===== src/rtl/seq_gen_pkg.sv =====
// rtl/seq_gen_pkg.sv - mode encodings and start/gray helpers for the multi-mode sequence generator
package seq_gen_pkg;

  localparam logic [1:0] MODE_BIN  = 2'd0;
  localparam logic [1:0] MODE_GRAY = 2'd1;
  localparam logic [1:0] MODE_JOHN = 2'd2;
  localparam logic [1:0] MODE_LFSR = 2'd3;

  // Helpers work on a 64-bit word; callers size-cast to their own WIDTH.
  function automatic logic [63:0] start_val(input logic [1:0] mode, input logic [63:0] seed);
    if (mode == MODE_LFSR) return (seed == 64'd0) ? 64'd1 : seed;
    return 64'd0;
  endfunction

  function automatic logic [63:0] bin2gray(input logic [63:0] b);
    return b ^ (b >> 1);
  endfunction

endpackage


===== src/rtl/seq_gen_next.sv =====
// rtl/seq_gen_next.sv - combinational next-state equations for all four sequence modes
module seq_gen_next
  import seq_gen_pkg::*;
#(
  parameter int               WIDTH = 8,
  parameter logic [WIDTH-1:0] TAPS  = WIDTH'(8'hB8)
) (
  input  logic [WIDTH-1:0] st,
  input  logic [1:0]       mode,
  output logic [WIDTH-1:0] nxt
);

  always_comb begin
    nxt = st + WIDTH'(1);
    case (mode)
      MODE_JOHN: nxt = {st[WIDTH-2:0], ~st[WIDTH-1]};
      MODE_LFSR: nxt = {st[WIDTH-2:0], ^(st & TAPS)};
      default:   nxt = st + WIDTH'(1);
    endcase
  end

endmodule


===== src/rtl/seq_gen_multi.sv =====
// rtl/seq_gen_multi.sv - multi-mode sequence generator: binary, Gray, Johnson and LFSR with load and wrap pulse
module seq_gen_multi
  import seq_gen_pkg::*;
#(
  parameter int               WIDTH = 8,
  parameter logic [WIDTH-1:0] TAPS  = WIDTH'(8'hB8),
  parameter logic [WIDTH-1:0] SEED  = WIDTH'(1)
) (
  input  logic             clk,
  input  logic             reset,
  input  logic             en,
  input  logic [1:0]       mode,
  input  logic             load,
  input  logic [WIDTH-1:0] load_val,
  output logic [WIDTH-1:0] seq_out,
  output logic             serial_out,
  output logic             wrap
);

  logic [WIDTH-1:0] st;
  logic [1:0]       cur_mode;
  logic [WIDTH-1:0] nxt;
  logic [WIDTH-1:0] start_mode;

  seq_gen_next #(
    .WIDTH(WIDTH),
    .TAPS (TAPS)
  ) u_next (
    .st  (st),
    .mode(cur_mode),
    .nxt (nxt)
  );

  // The en branch is only reached when mode == cur_mode, so one start value serves all branches.
  assign start_mode = WIDTH'(start_val(mode, 64'(SEED)));

  always_ff @(posedge clk or negedge reset) begin
    if (!reset) begin
      st       <= '0;
      cur_mode <= MODE_BIN;
      wrap     <= 1'b0;
    end else if (load) begin
      cur_mode <= mode;
      st       <= (mode == MODE_LFSR && load_val == '0) ? start_mode : load_val;
      wrap     <= 1'b0;
    end else if (mode != cur_mode) begin
      cur_mode <= mode;
      st       <= start_mode;
      wrap     <= 1'b0;
    end else if (en) begin
      st       <= nxt;
      wrap     <= (nxt == start_mode);
    end else begin
      wrap     <= 1'b0;
    end
  end

  assign seq_out    = (cur_mode == MODE_GRAY) ? WIDTH'(bin2gray(64'(st))) : st;
  assign serial_out = st[WIDTH-1];

endmodule


===== config.mk =====
export PLATFORM = sky130hd
export DESIGN_NAME = seq_gen_multi
export DESIGN_NICKNAME = d
export VERILOG_FILES = /design/src/rtl/seq_gen_pkg.sv /design/src/rtl/seq_gen_next.sv /design/src/rtl/seq_gen_multi.sv
export SDC_FILE = /design/constraint.sdc
export NUM_CORES = 1
export LEC_CHECK = 0
export CAP_MARGIN = 20
export CORE_MARGIN = 1.5
export CORE_UTILIZATION = 53
export CTS_BUF_LIST = sky130_fd_sc_hd__clkbuf_8 sky130_fd_sc_hd__clkbuf_16
export DETAILED_ROUTE_END_ITERATION = 10
export GPL_TIMING_DRIVEN = 0
export PLACE_DENSITY = 0.81
export SYNTH_ARGS = -nofsm -noshare
export SYNTH_HDL_FRONTEND = slang
export SYNTH_SLANG_ARGS = --single-unit
export TNS_END_PERCENT = 5

===== constraint.sdc =====
create_clock -name clk -period 3.6 [get_ports clk]
set_clock_uncertainty 0.1 [all_clocks]
set_input_delay 0.72 -clock clk [delete_from_list [all_inputs] [get_ports clk]]
set_output_delay 0.72 -clock clk [all_outputs]
set_load 0.02 [all_outputs]

==> results of run 1 <==
[metrics by stage]
step	util (%)	std cells	instance area, um2	power [W]	hold WS [ns]
after global placement	71.23	168	1270	0.0003184	0.4986
after CTS	73.75	172	1315	0.0004414	0.5224
after global routing	73.75	172	1315	0.0004646	0.5763
final	73.75	172	1315	0.0004413	0.5183
after detailed placement	71.23	168	1270	0.0003236	0.5112
after floorplan	-	122	1028	0.0002584	0.3244
[cells in the mapped netlist (2+ instances only)]
library cell,count
mux2_2,5
mux2i_1,3
nor3_1,2
or3_1,2
inv_1,2
buf_6,3
nand4_1,3
nand3_1,2
xnor2_1,4
dfrtp_1,11
xor2_1,7
a22oi_1,3
nor3_2,3
nor2_1,14
nand2_1,11
ha_1,6
o21ai_0,6
nand3b_1,3
a21oi_1,9
clkbuf_1,5
o211ai_1,3
nor2b_1,2
[power groups by stage]
stage / combinational [W] / clock, W / sequential [W]
floorplan: 0.000108 / 0 / 0.000150
global placement: 0.000165 / 0 / 0.000154
detailed placement: 0.000169 / 0 / 0.000154
CTS: 0.000171 / 0.000118 / 0.000152
global route: 0.000186 / 0.000123 / 0.000155
finish: 0.000172 / 0.000117 / 0.000153
[worst min path at each step]
stage / to / cells past startpoint
after floorplan: cur_mode[0]$_DFFE_PN0P_ / 0
after global placement: st[1]$_DFFE_PN0P_ / 2
after detailed placement: st[1]$_DFFE_PN0P_ / 2
after CTS: st[1]$_DFFE_PN0P_ / 2
after global routing: st[1]$_DFFE_PN0P_ / 2
final: st[1]$_DFFE_PN0P_ / 2
[per-layer routing]
layer	GRT usage, %	up-vias	share of wire (%)
met2	41.10	33	50
met4	13.89	0	0.77
li1	-	485	-
met5	0	-	0
met3	2.308	2	3.9
met1	34.05	464	45
[worst max-delay path, stage by stage (launching register included)]
cell and delay (ns):
dfrtp_1 0.45, buf_6 0.18, nor2b_1 0.10, clkbuf_1 0.35
mux2_2 0.39, clkdlybuf4s50_1 0.55
[cell type report]
| cell class | count | area, um2 |
|---|---|---|
| well taps | 25 | 31.28 |
| flip-flops and latches | 11 | 275.3 |
| repair buffers | 21 | 210.2 |
| fillers | 152 | 467.9 |
| plain buffers | 11 | 80.08 |
| multi-input cells | 98 | 665.6 |
| inverters | 2 | 7.507 |
| clock buffers | 3 | 41.29 |
| clock inverters | 1 | 3.754 |
[state kept, by name, summed over array words and instances, names as in the netlist]
name / flops
cur_mode: 2
wrap: 1
st: 8
[kinds of logic (layout without fill, tap and decap cells)]
family | count (synthesis) | after routing | share of synthesized area, %
multiplexers | 8 | 8 | 8.394
adder cells (fa/ha/maj) | 6 | 6 | 7.299
buffers and inverters | 13 | 38 | 8.515
flip-flops | 11 | 11 | 26.76
XOR/XNOR | 11 | 11 | 9.367
AND/OR/NAND/NOR | 48 | 48 | 24.94
AO/OA/AOI/OAI | 25 | 25 | 14.72
==> qor.yml, run 1 <==
die:
  rows: 15
  die_x_um: 47.05
  dieArea_mm2: 0.002214
  die_h_um: 47.05
  io_pins: 24
  start_util_pct: 57.68
  core_area_mm2: 0.001783
cts:
  post_cts_buffers: 0
  clock_latency_ns: 0.23
  cts_buffers: 3
  root_buffer: "clkbuf_8"
  cts_hold_buffers: 0
  cts_buffer_depth: 2
  cts_tree: "done"
  cts.sinks: 11
  cts.clk_slew.worst_paths_ns: 0.05
  htree_levels: 1
  cts_resized: 0
worst_setup_path:
  startpoint: "cur_mode[1]$_DFFE_PN0P_"
  start_kind: "flip-flop"
  crit_type: "reg -> out"
  cp.required_ns: 2.78
  rr_startpoint: "st[4]$_DFFE_PN0P_"
  crit_fanout: 10
  reg2reg_depth: 6
  end_kind: "primary output"
  arrival_ns: 2.24
  r2r_end: "st[0]$_DFFE_PN0P_"
  critical_path.endpoint: "seq_out[2]"
  rrSetupSlack_ns: 1.61
finish:
  final_cell_mix: "21 x clkdlybuf4s50_1, 14 x nor2_1, 11 x nand2_1, 11 x dfrtp_1, 9 x a21oi_1"
  final_common_cell: "clkdlybuf4s50_1"
  layout-drive-gt1-share_pct: 11.56
  areaGrowthSynthToFinish_pct: 27.86
  insertedDiodeCount: 0
  layout.nets: 168
drt:
  drc_errors: 0
  vias: 984
  drt_iter0_markers: 25
  post_drt_wl_per_cell_um: 14.31
  first_pass_iters: 4
  avgViaCountPerCell: 5.721
  antenna_left: 0
  drt-total-wl_um: 2462
sta:
  setup_slack_ns: 0.5368
  setup_violations: 0
  tightest_slew_ns: 0.5025
  slew_viol_final: 0
  fin_crit_ns: 3.063
  totalNegativeSetupSlack_ns: 0
  rsz0062_at_grt: "false"
  finalCritPeriodShare_pct: 85.09
  fmax_mhz: 326.5
  hold_viol: 0
  slew_headroom_pct: 66.40
placement:
  dpl.hpwl_um: 1976
  numPortBuffers: 21
  pre_cts_ws_ns: 0.8014
  gp_congestion: 0.8707
logic_synthesis:
  synth.avg_cell_area_um2: 8.430
  netlist_top_cells_area: "dfrtp_1 27%, ha_1 7.3%, xor2_1 6.0%"
  yosysTopAreaCell: "dfrtp_1"
  syn-instance-count: 122
  synth_nets: 142
  ys_seq_area_share_pct: 26.76
  synthArstFlopShare_pct: 100.0
  ys_types: 35
  netlist_area_mm2: 0.001028
  yosysTopAreaCellShare_pct: 26.76
  synth_enable_flop_cells: 0
  ys_ff_latch: 11
  synthFlopType: "dfrtp_1"
  yosysWarningCount: 0
pwr:
  ir_drop_v: 0.0002679
  intPower_w: 0.0002936
  p_clk_share_pct: 26.5
  p_sw_share_pct: 33.48
  comb_power_share_pct: 38.9
  sequentialPowerShare_pct: 34.6
  p_leak_nw: 0.5583
  cellPowerDensity_mw_per_mm2: 335.6
  switchingPower_w: 0.0001478
global_routing:
  gr-total-overflow: 0
  grt_max_degree: 12
  antenna_found_initial: 0
  grt_pass1_vias: 881
  grt.total_usage_pct: 25.61
  grt_pass1_wl_um: 3898
min_path:
  hold_path_class: "reg -> reg"
  worstHoldStart: "st[1]$_DFFE_PN0P_"
flow_run:
  drv_cap: 0
outcome:
  status: "finished, final reports clean"
No activity file was read; power rests on OpenSTA's default activity.
==> run 2, diff against run 1 <==
Settings changed: CORE_UTILIZATION 53 to 49, PLACE_DENSITY 0.81 to 0.76.
Clock period 3.6 ns to 3.4 ns, I/O delays scaled along.
==> run 2 against run 1 <==
Net effect:
- die area increased by 7.6%
- count of clock-buffer cells in the layout unchanged
- via count increased by 0.61%
- clock power increased by 15%
- flip-flop and latch count unchanged
- critical path depth unchanged
- largest cell class unchanged
- largest power group unchanged
==> qor.yml, run 2 (same netlist as run 1, synthesis figures left out) <==
outcome:
  status: "finished, final reports clean"
die:
  die_h_um: 48.82  # +3.8%
  rows: 16  # +1
  start_util_pct: 52.42  # -5.3 points
  dieArea_mm2: 0.002383  # +7.6%
  core_area_mm2: 0.001962  # +10%
  die_x_um: 48.82  # +3.8%
  io_pins: 24  # unchanged
sta:
  setup_violations: 0  # unchanged
  slew_headroom_pct: 64.59  # -1.8 points
  whs_ns: 0.5415  # +0.02321 ns
  slew_viol_final: 0  # unchanged
  hold_viol: 0  # unchanged
  rsz0062_at_grt: "false"
  setup_slack_ns: 0.3607  # -0.1761 ns
  tightest_slew_ns: 0.5294  # +0.02696 ns
  finalCritPeriodShare_pct: 89.39
  totalNegativeSetupSlack_ns: 0  # unchanged
  fin_crit_ns: 3.039
  fmax_mhz: 329.0
placement:
  dpl.hpwl_um: 1898  # -4.0%
  numPortBuffers: 21  # unchanged
  gp_congestion: 0.8519  # -2.2%
  dpl.cell_count: 170  # +1.2%
  pre_cts_ws_ns: 0.6469  # -0.1545 ns
drt:
  drc_errors: 0  # unchanged
  met1Wirelength_um: 1085  # -2.9%
  first_pass_iters: 4  # unchanged
  wl_met2_um: 1261  # +2.7%
  vias: 990  # +0.61%
  drt_iter0_markers: 37  # +48%
  antenna_left: 0  # unchanged
  post_drt_wl_per_cell_um: 14.41  # +0.70%
  avgViaCountPerCell: 5.690  # -0.55%
  drt-total-wl_um: 2508  # +1.9%
  wl_met3_um: 144  # +48%
  highest_layer: "met4"
cts:
  post_cts_buffers: 0  # unchanged
  cts_buffers: 3  # unchanged
  cts.clk_slew.worst_paths_ns: 0.05  # about the same
  cts_buffer_depth: 2  # unchanged
  clock_latency_ns: 0.24  # about the same
  htree_levels: 1  # unchanged
  cts_resized: 0  # unchanged
  cts_hold_buffers: 0  # unchanged
  cts.sinks: 11  # unchanged
  cts_tree: "done"
  root_buffer: "clkbuf_8"
worst_setup_path:
  r2r_end: "st[0]$_DFFE_PN0P_"
  timing.critical_path.buf_inv: 3  # unchanged
  rrSetupSlack_ns: 1.43  # -0.18 ns
  cp_num_cells: 5  # unchanged
  crit_type: "reg -> out"
  reg2reg_depth: 6  # unchanged
  start_kind: "flip-flop"
  crit_family: "buffers and inverters"
  rr_startpoint: "st[4]$_DFFE_PN0P_"
  critPathMaxStageDelay_ns: 0.54  # about the same
  end_kind: "primary output"
  arrival_ns: 2.26  # +0.02 ns
  cp.required_ns: 2.62  # -0.16 ns
  cp_slowest_cell: "clkdlybuf4s50_1"
  crit_fanout: 10  # unchanged
  cp_cell_sequence: "buf_6 > nor2b_1 > clkbuf_1 > mux2_2 > clkdlybuf4s50_1"
pwr:
  p_leak_nw: 0.5569  # -0.25%
  cellPowerDensity_mw_per_mm2: 360.6  # +7.4%
  ir_drop_v: 0.0003763  # +40%
finish:
  fin_cells: 174  # +1.2%
  areaGrowthSynthToFinish_pct: 28.22
  insertedDiodeCount: 0  # unchanged
  n_fill_cell: 173  # +14%
  final_common_cell: "clkdlybuf4s50_1"
  layout.nets: 168  # unchanged
  final_core_util_pct: 67.22  # -6.5 points
  reg_top3: "st x8, cur_mode x2, wrap x1"
  largest_reg_flops: 8  # unchanged
  regMostFlops: "st"
  layout-drive-gt1-share_pct: 12.24  # +0.68 points
  final_cell_mix: "21 x clkdlybuf4s50_1, 14 x nor2_1, 11 x nand2_1, 11 x dfrtp_1, 9 x a21oi_1"
global_routing:
  grt_pass1_wl_um: 4333  # +11%
  gr-total-overflow: 0  # unchanged
  grt_max_degree: 12  # unchanged
  grt_pass1_vias: 972  # +10%
  antenna_found_initial: 0  # unchanged
  grt.total_usage_pct: 23.53  # -2.1 points
flow_run:
  drv_cap: 0  # unchanged
min_path:
  hold_path_class: "reg -> reg"
  holdPathStages: 2  # unchanged
  worstHoldStart: "st[6]$_DFFE_PN0P_"
  hold_end: "st[6]$_DFFE_PN0P_"
[run 2: cell count changes in the layout (fill, tap and decap cells not counted)]
cell / change
inv_1: -1
clkinv_2: +1
[run 2: metrics by stage]
| step | area (um2) | power [W] |
|---|---|---|
| floorplan | 1028 | 0.0002736 |
| global placement | 1272 | 0.0003371 |
| detailed placement | 1272 | 0.0003413 |
| CTS | 1319 | 0.0004779 |
| global route | 1319 | 0.0005047 |
| finish | 1319 | 0.0004755 |
[run 2: final cells by class]
| cell class | count | area [um2] | area share, % |
|---|---|---|---|
| multi-input cells | 98 | 665.6 | 50.47 |
| clock buffers | 3 | 41.29 | 3.131 |
| repair buffers | 21 | 210.2 | 15.94 |
| well taps | 27 | 33.78 | 2.562 |
| inverters | 2 | 7.507 | 0.5693 |
| plain buffers | 11 | 80.08 | 6.072 |
| clock inverters | 1 | 5.005 | 0.3795 |
| flip-flops and latches | 11 | 275.3 | 20.87 |
[run 2: power breakdown]
group / total [W] / switching, W / internal (W)
combinational: 0.000180 / 0.0000902 / 0.0000901
clock: 0.000135 / 0.0000538 / 0.0000809
sequential: 0.000161 / 0.0000190 / 0.000142
[run 2: worst reg2reg max path, stage by stage, from the launching register on]
cell,delay [ns]
dfrtp_1,0.45
ha_1,0.35
xnor2_1,0.32
xor2_1,0.19
a311oi_1,0.11
nor3_1,0.22
o22ai_1,0.11
[run 2: metal layers]
metal / GRT usage, % / up-vias
met5: 0 / -
met1: 29.18 / 473
met3: 6.748 / 2
met2: 39.73 / 32
met4: 6.667 / 0
li1: - / 483
[run 2: worst max path at each step]
stage,from,end
2_1_floorplan,cur_mode[1]$_DFFE_PN0P_,seq_out[6]
3_3_place_gp,cur_mode[1]$_DFFE_PN0P_,seq_out[2]
3_5_place_dp,cur_mode[1]$_DFFE_PN0P_,seq_out[5]
4_1_cts,cur_mode[1]$_DFFE_PN0P_,seq_out[5]
5_1_grt,cur_mode[1]$_DFFE_PN0P_,seq_out[1]
6_report,cur_mode[1]$_DFFE_PN0P_,seq_out[5]
